## src/rtl/muldiv_if.sv

```systemverilog
// Handshake/operand bundle between the datapath (master) and the multiply/divide engine (slave).
interface muldiv_if #(
    parameter int WIDTH = 32
);
    logic             start;
    logic [1:0]       op;
    logic [WIDTH-1:0] din1;
    logic [WIDTH-1:0] din2;
    logic             busy;
    logic             done;
    logic             div_zero;
    logic [WIDTH-1:0] hi;
    logic [WIDTH-1:0] lo;

    modport master (
        output start, op, din1, din2,
        input  busy, done, div_zero, hi, lo
    );

    modport slave (
        input  start, op, din1, din2,
        output busy, done, div_zero, hi, lo
    );
endinterface

```

## src/rtl/muldiv_unit.sv

```systemverilog
// Iterative HI/LO engine: shift-add multiply and restoring divide, one bit per clock.
// Optional MULDIV_EARLY_OUT_EN: multiplies finish once the unconsumed multiplier bits are all zero.
module muldiv_unit #(
    parameter int WIDTH = 32,
    parameter int CNT_W = 6
) (
    input  logic    clk,
    input  logic    rst,
    muldiv_if.slave bus
);
    typedef enum logic [1:0] {IDLE, CALC, FIX, DONE} state_t;

    state_t           state, state_nxt;
    logic [CNT_W-1:0] cnt;
    logic [1:0]       op_q;
    logic             res_neg, rem_neg, dz;
    logic [WIDTH-1:0] acc, low, opb;
    logic [WIDTH-1:0] hi_q, lo_q;
    logic             accept, last_iter, early_out, is_mul;

    function automatic logic [WIDTH-1:0] neg_w(input logic [WIDTH-1:0] x);
        return ~x + WIDTH'(1);
    endfunction

    function automatic logic [2*WIDTH-1:0] neg_2w(input logic [2*WIDTH-1:0] x);
        return ~x + (2*WIDTH)'(1);
    endfunction

    function automatic logic [WIDTH-1:0] abs_w(input logic signed [WIDTH-1:0] x, input logic sgn);
        return (sgn && x[WIDTH-1]) ? neg_w(x) : x;
    endfunction

    // acc is the running upper half; l holds product low bits above the unconsumed multiplier bits
    function automatic logic [2*WIDTH-1:0] mul_step(input logic [WIDTH-1:0] a,
                                                    input logic [WIDTH-1:0] l,
                                                    input logic [WIDTH-1:0] m);
        logic [WIDTH:0]   sum;
        logic [2*WIDTH:0] wide;
        sum  = {1'b0, a} + (l[0] ? {1'b0, m} : {(WIDTH+1){1'b0}});
        wide = {sum, l};
        return wide[2*WIDTH:1];
    endfunction

    function automatic logic [2*WIDTH-1:0] div_step(input logic [WIDTH-1:0] r,
                                                    input logic [WIDTH-1:0] q,
                                                    input logic [WIDTH-1:0] d);
        logic [WIDTH:0] rs, trial;
        rs    = {r, q[WIDTH-1]};
        trial = rs - {1'b0, d};
        if (rs >= {1'b0, d})
            return {trial[WIDTH-1:0], q[WIDTH-2:0], 1'b1};
        else
            return {rs[WIDTH-1:0], q[WIDTH-2:0], 1'b0};
    endfunction

    assign is_mul    = ~op_q[1];
    assign accept    = bus.start && (state == IDLE || state == DONE);
    assign last_iter = (cnt == CNT_W'(WIDTH - 1));

`ifdef MULDIV_EARLY_OUT_EN
    logic [CNT_W:0] shamt;
    assign shamt     = (CNT_W+1)'(WIDTH) - {1'b0, cnt};
    assign early_out = is_mul && ((low & ({WIDTH{1'b1}} >> cnt)) == '0);
`else
    assign early_out = 1'b0;
`endif

    always_comb begin
        state_nxt = state;
        case (state)
            IDLE:    if (bus.start) state_nxt = CALC;
            CALC:    if (last_iter || early_out) state_nxt = FIX;
            FIX:     state_nxt = DONE;
            DONE:    state_nxt = bus.start ? CALC : IDLE;
            default: state_nxt = IDLE;
        endcase
    end

    // Control and architected result registers
    always_ff @(posedge clk or posedge rst) begin
        if (rst) begin
            state   <= IDLE;
            cnt     <= '0;
            op_q    <= '0;
            res_neg <= 1'b0;
            rem_neg <= 1'b0;
            dz      <= 1'b0;
            hi_q    <= '0;
            lo_q    <= '0;
        end else begin
            state <= state_nxt;
            if (accept) begin
                cnt     <= '0;
                op_q    <= bus.op;
                res_neg <= ~bus.op[0] & (bus.din1[WIDTH-1] ^ bus.din2[WIDTH-1]);
                rem_neg <= ~bus.op[0] & bus.din1[WIDTH-1];
                dz      <= bus.op[1] & (bus.din2 == '0);
            end else if (state == CALC) begin
                cnt <= cnt + CNT_W'(1);
            end
            if (state == FIX) begin
                if (is_mul) begin
                    {hi_q, lo_q} <= res_neg ? neg_2w({acc, low}) : {acc, low};
                end else begin
                    // divisor 0: remainder path rebuilds the original dividend bits
                    hi_q <= rem_neg ? neg_w(acc) : acc;
                    lo_q <= dz ? {WIDTH{1'b1}} : (res_neg ? neg_w(low) : low);
                end
            end
        end
    end

    // Iteration datapath: magnitudes in, one bit per clock
    always_ff @(posedge clk) begin
        if (accept) begin
            acc <= '0;
            low <= bus.op[1] ? abs_w(bus.din1, ~bus.op[0]) : abs_w(bus.din2, ~bus.op[0]);
            opb <= bus.op[1] ? abs_w(bus.din2, ~bus.op[0]) : abs_w(bus.din1, ~bus.op[0]);
        end else if (state == CALC) begin
`ifdef MULDIV_EARLY_OUT_EN
            if (early_out)
                {acc, low} <= {acc, low} >> shamt;
            else
`endif
            if (is_mul)
                {acc, low} <= mul_step(acc, low, opb);
            else
                {acc, low} <= div_step(acc, low, opb);
        end
    end

    assign bus.busy     = (state == CALC) || (state == FIX);
    assign bus.done     = (state == DONE);
    assign bus.div_zero = (state == DONE) && dz;
    assign bus.hi       = hi_q;
    assign bus.lo       = lo_q;
endmodule

```

## src/flat_wrapper.sv

```systemverilog
// flat-port wrapper written by rule: the top's interface ports become plain ports
module muldiv_unit_flat 
#(
    parameter int WIDTH = 32,
    parameter int CNT_W = 6
)
  (clk, rst, bus_start, bus_op, bus_din1, bus_din2, bus_busy, bus_done, bus_div_zero, bus_hi, bus_lo);
  muldiv_if #(.WIDTH(WIDTH)) bus_i ();
  input  logic clk;
  input  logic rst;
  input wire logic [$bits(bus_i.start)-1:0] bus_start;
  input wire logic [$bits(bus_i.op)-1:0] bus_op;
  input wire logic [$bits(bus_i.din1)-1:0] bus_din1;
  input wire logic [$bits(bus_i.din2)-1:0] bus_din2;
  output wire logic [$bits(bus_i.busy)-1:0] bus_busy;
  output wire logic [$bits(bus_i.done)-1:0] bus_done;
  output wire logic [$bits(bus_i.div_zero)-1:0] bus_div_zero;
  output wire logic [$bits(bus_i.hi)-1:0] bus_hi;
  output wire logic [$bits(bus_i.lo)-1:0] bus_lo;
  assign bus_i.start = bus_start;
  assign bus_i.op = bus_op;
  assign bus_i.din1 = bus_din1;
  assign bus_i.din2 = bus_din2;
  assign bus_busy = bus_i.busy;
  assign bus_done = bus_i.done;
  assign bus_div_zero = bus_i.div_zero;
  assign bus_hi = bus_i.hi;
  assign bus_lo = bus_i.lo;
  muldiv_unit #(.WIDTH(WIDTH), .CNT_W(CNT_W)) u_core (.clk(clk), .rst(rst), .bus(bus_i));
endmodule
```

## config.mk

```make
export PLATFORM = sky130hd
export DESIGN_NAME = muldiv_unit_flat
export DESIGN_NICKNAME = d
export VERILOG_FILES = /design/src/rtl/muldiv_if.sv /design/src/rtl/muldiv_unit.sv /design/src/flat_wrapper.sv
export SDC_FILE = /design/constraint.sdc
export NUM_CORES = 1
export LEC_CHECK = 0
export CAP_MARGIN = 20
export CORE_UTILIZATION = 50
export CTS_BUF_LIST = sky130_fd_sc_hd__clkbuf_8
export DETAILED_ROUTE_END_ITERATION = 10
export PLACE_DENSITY = 0.71
export SLEW_MARGIN = 0
export SYNTH_ARGS = -nofsm -noshare
export SYNTH_HDL_FRONTEND = slang
export SYNTH_SLANG_ARGS = --single-unit
```

## constraint.sdc

```tcl
create_clock -name clk -period 5.2 [get_ports clk]
set_input_delay 0.52 -clock clk [delete_from_list [all_inputs] [get_ports clk]]
set_output_delay 0.52 -clock clk [all_outputs]
set_load 0.01 [all_outputs]
```

==> summary.md <==
| Metric | Value |
|---|---|
| Async S/R FF share, synth | `44.2%` |
| Final GP Congestion | `about 1.0` |
| Port bufs | `approximately 140` |
| Most frequent cells in the layout | `202 x nor2_1, 180 x a21oi_1, 134 x clkdlybuf4s50_1` |
| Syn Inst Count | `~1.7k` |
| DP Worst Slack | `approximately 1100 ps` |
| Starting DRC count in detailed routing | `~1.7k` |
| Cell Area, Synth | `14500 um2` |
| Kind of critical path | `reg -> reg` |
| Global-route usage over all layers | `approximately 32%` |
| I/O Pins | `~140` |
| Hold-fix buffers at CTS | `0` |
| Distinct cells, synth | `slightly below 90` |
| Int Pwr | `about 5.6 mW` |
| Psw | `~5.8 mW` |
| Critical Path Source | `u_core.low[0]` |
| Clock Power Share | `9.2%` |
| Tightest Pin Transition | `~1000 ps` |
| Clock tree sinks | `approximately 170` |
| Critical path endpoint category | `flip-flop` |
| Critical path arrival | `approximately 4700 ps` |
| Worst R2R Setup Slack | `approximately 840 ps` |
| Syn Area/Cell | `8.37 um2` |
| CTS root buffer | `clkbuf_8` |
| Share of layout cells above drive strength 1 | `under 10%` |
| ANT cells | `0` |
| # DRC | `1` |
| Die height | `172 um` |
| Max-slew headroom | `between 30% and 40%` |
| Routed len/inst | `21.4 um` |
| Setup ws final | `842 ps` |
| Final hold violation count | `0` |
| Flop pwr share | `roughly a quarter` |
| Leakage | `6.71 nW` |
| Router iterations before antenna repair | `10` |
| EDFF count, synth | `64` |
| Status | `finished with violations` |
| Worst VDD drop | `roughly 0.39 mV` |
| First-pass GRT wire length | `73400 um` |
| Vias | `approximately 14k` |
| RR Startpoint | `u_core.low[0]` |
| Top FF cell, synth | `dfrtp_1` |
| Worst hold-check path type | `in -> async` |
| Remaining antenna violation count | `0` |
| Synth warnings | `0` |
| Syn_nets | `around 1.9k` |
| NumNets Final | `approximately 2.0k` |
| Vias in the first global route | `roughly 13k` |
| Pwr Density | `just under 700 nW/um2` |
| Failing checks | `design-rule violations` |
| RSZ-0062 raised after global routing | `no` |
| Die X | `172 um` |
| Inserted Clock Buffers | `17` |
| Setup TNS | `0 ps` |
| Startpoint Class | `flip-flop` |
| Finished Layout Cells | `between 2k and 2.5k` |
| FF-to-FF End | `u_core.acc[28]` |
| Comb pwr share | `about two thirds` |
| Vias per inst | `between 6 and 7` |
| Starting density of the core | `between 50% and 60%` |
| Crit share post-route | `83.8%` |
| F_max | `229 MHz` |
| Site Rows | `62` |
| Dpl cells | `approximately 2.2k` |
| Initial antenna violation count | `0` |
| DRT Wirelength | `47900 um` |
| Finish-stage setup viols | `0` |
| Worst Clk Skew | `approximately 28 ps` |
| Post-CTS setup repair buffer count | `0` |
| Area grow syn2layout | `14.9%` |
| Largest net degree at the start of global routing | `just under 90` |
| Resize count post-CTS | `0` |
| Worst-path clk slew | `between 100 and 150 ps` |
| Net Sw Frac | `50.6%` |
| Sequential share of the synthesized area | `a little under a third` |
| Post-DP HPWL | `roughly 37000 um` |
| Max clock buf depth | `2` |
| CTS tree | `done` |
| R2R cell count | `11` |
| H-Tree Depth | `4` |
| Core ar. | `around 29000 um2` |
| Crit path required time | `5590 ps` |
| Number of synthesized register bits | `between 150 and 200` |
| Final slew viol count | `0` |
| Max-cap violations | `0` |
| Commonest non-fill, non-tap cell in the layout | `nor2_1` |
| WHS | `436 ps` |
| Die Area | `around 30000 um2` |
| Tmin final | `4360 ps` |
| Grt total ovfl | `0` |
| Crit Path Max Fanout | `19` |
| Tot Pwr | `11.4 mW` |
| Worst-Skew Late Latency | `approximately 500 ps` |
worst max path at each step:
stage                endpoint  slack [ps]  depth (start not counted)
3_3_place_gp   u_core.acc[24]        1140                         11
3_5_place_dp   u_core.acc[28]        1060                         11
5_1_grt        u_core.acc[28]         750                         11
2_1_floorplan  u_core.acc[24]        1950                         13
6_report       u_core.acc[28]         840                         11
4_1_cts        u_core.acc[28]        1020                         11
cells by family after synthesis:
family                   Yosys count  share of synthesized area [%]
adder cells (fa/ha/maj)           76                           6.65
buffers and inverters            166                           4.70
AO/OA/AOI/OAI                    539                           23.9
XOR/XNOR                         165                           9.94
AND/OR/NAND/NOR                  519                           17.2
multiplexers                      99                           6.93
flip-flops                       172                           30.7
cell usage after synthesis (all sizes together), types with 5 or more instances:
cell	count	area share, %
clkbuf	68	2.1
o41ai	11	0.84
nor2b	10	0.43
a21o	29	1.5
o2bb2ai	7	0.42
o22ai	6	0.26
mux2	13	1.0
mux2i	86	5.9
a31oi	21	0.90
a211o	6	0.36
o211ai	17	0.88
o21a	13	0.67
dfxtp	32	4.4
buf	19	0.56
edfxtp	64	13
o31a	7	0.42
and2	9	0.40
nor4	21	1.1
a32o	5	0.34
ha	74	6.4
and3	10	0.43
dfrtp	76	13
xnor2	74	4.5
xor2	91	5.5
a211oi	27	1.4
nand2	102	2.6
nand4	18	0.77
o311ai	5	0.30
o31ai	37	2.0
nor3	38	1.3
o21bai	15	0.77
nor2	202	5.2
inv	77	2.0
nand2b	14	0.60
nand3	41	1.5
or3	19	0.87
or4	18	0.99
a21oi	180	6.2
o21ai	111	3.9
sequential cells by signal (all words and copies together) (netlist names), 2 cells and up:
register       cells
u_core.acc        32
u_core.bus.hi     32
u_core.bus.lo     32
u_core.low        32
u_core.opb        32
u_core.cnt         6
u_core.state       2
area by class of cell:
class	instances	area, um2
Clock inverter	15	210
Sequential cell	172	4470
Tap cell	384	480
Fill cell	2595	11900
Inverter	78	294
Multi-Input combinational cell	1398	9410
Clock buffer	17	234
Timing Repair Buffer	170	1600
metal layers:
layer	GRT usage, %	wire [um]	vias to the layer above
met5	0	0	-
met4	17.6	2660	0
met3	4.51	3290	146
met2	53.7	22200	696
met1	40.9	19800	6790
li1	-	-	6596
per-stage QoR:
step	cell area [um2]	utilization, %
3_5_place_dp	16200	56.7
6_report	16700	58.3
4_1_cts	16700	58.3
3_3_place_gp	16200	56.7
2_1_floorplan	14500	-
5_1_grt	16700	58.3
power by group through the flow:
stage          sequential [mW]  combinational (mW)  clock (mW)
2_1_floorplan             2.79                5.01           0
3_3_place_gp              2.85                7.26           0
3_5_place_dp              2.86                7.36           0
4_1_cts                   2.83                7.39        1.07
5_1_grt                   2.91                8.18        1.11
6_report                  2.84                7.50        1.05
worst max-delay path, stage by stage, from the launching register on:
cell and delay, ps:
edfxtp_1 470, inv_1 660, nor2_1 130, ha_1 390, and3_1 260, a221o_1 440, o211ai_1 360, a211oi_1 130
o31ai_1 690, o311ai_0 270, mux2i_1 200, a32o_1 240
No activity file was read; power rests on OpenSTA's default activity.
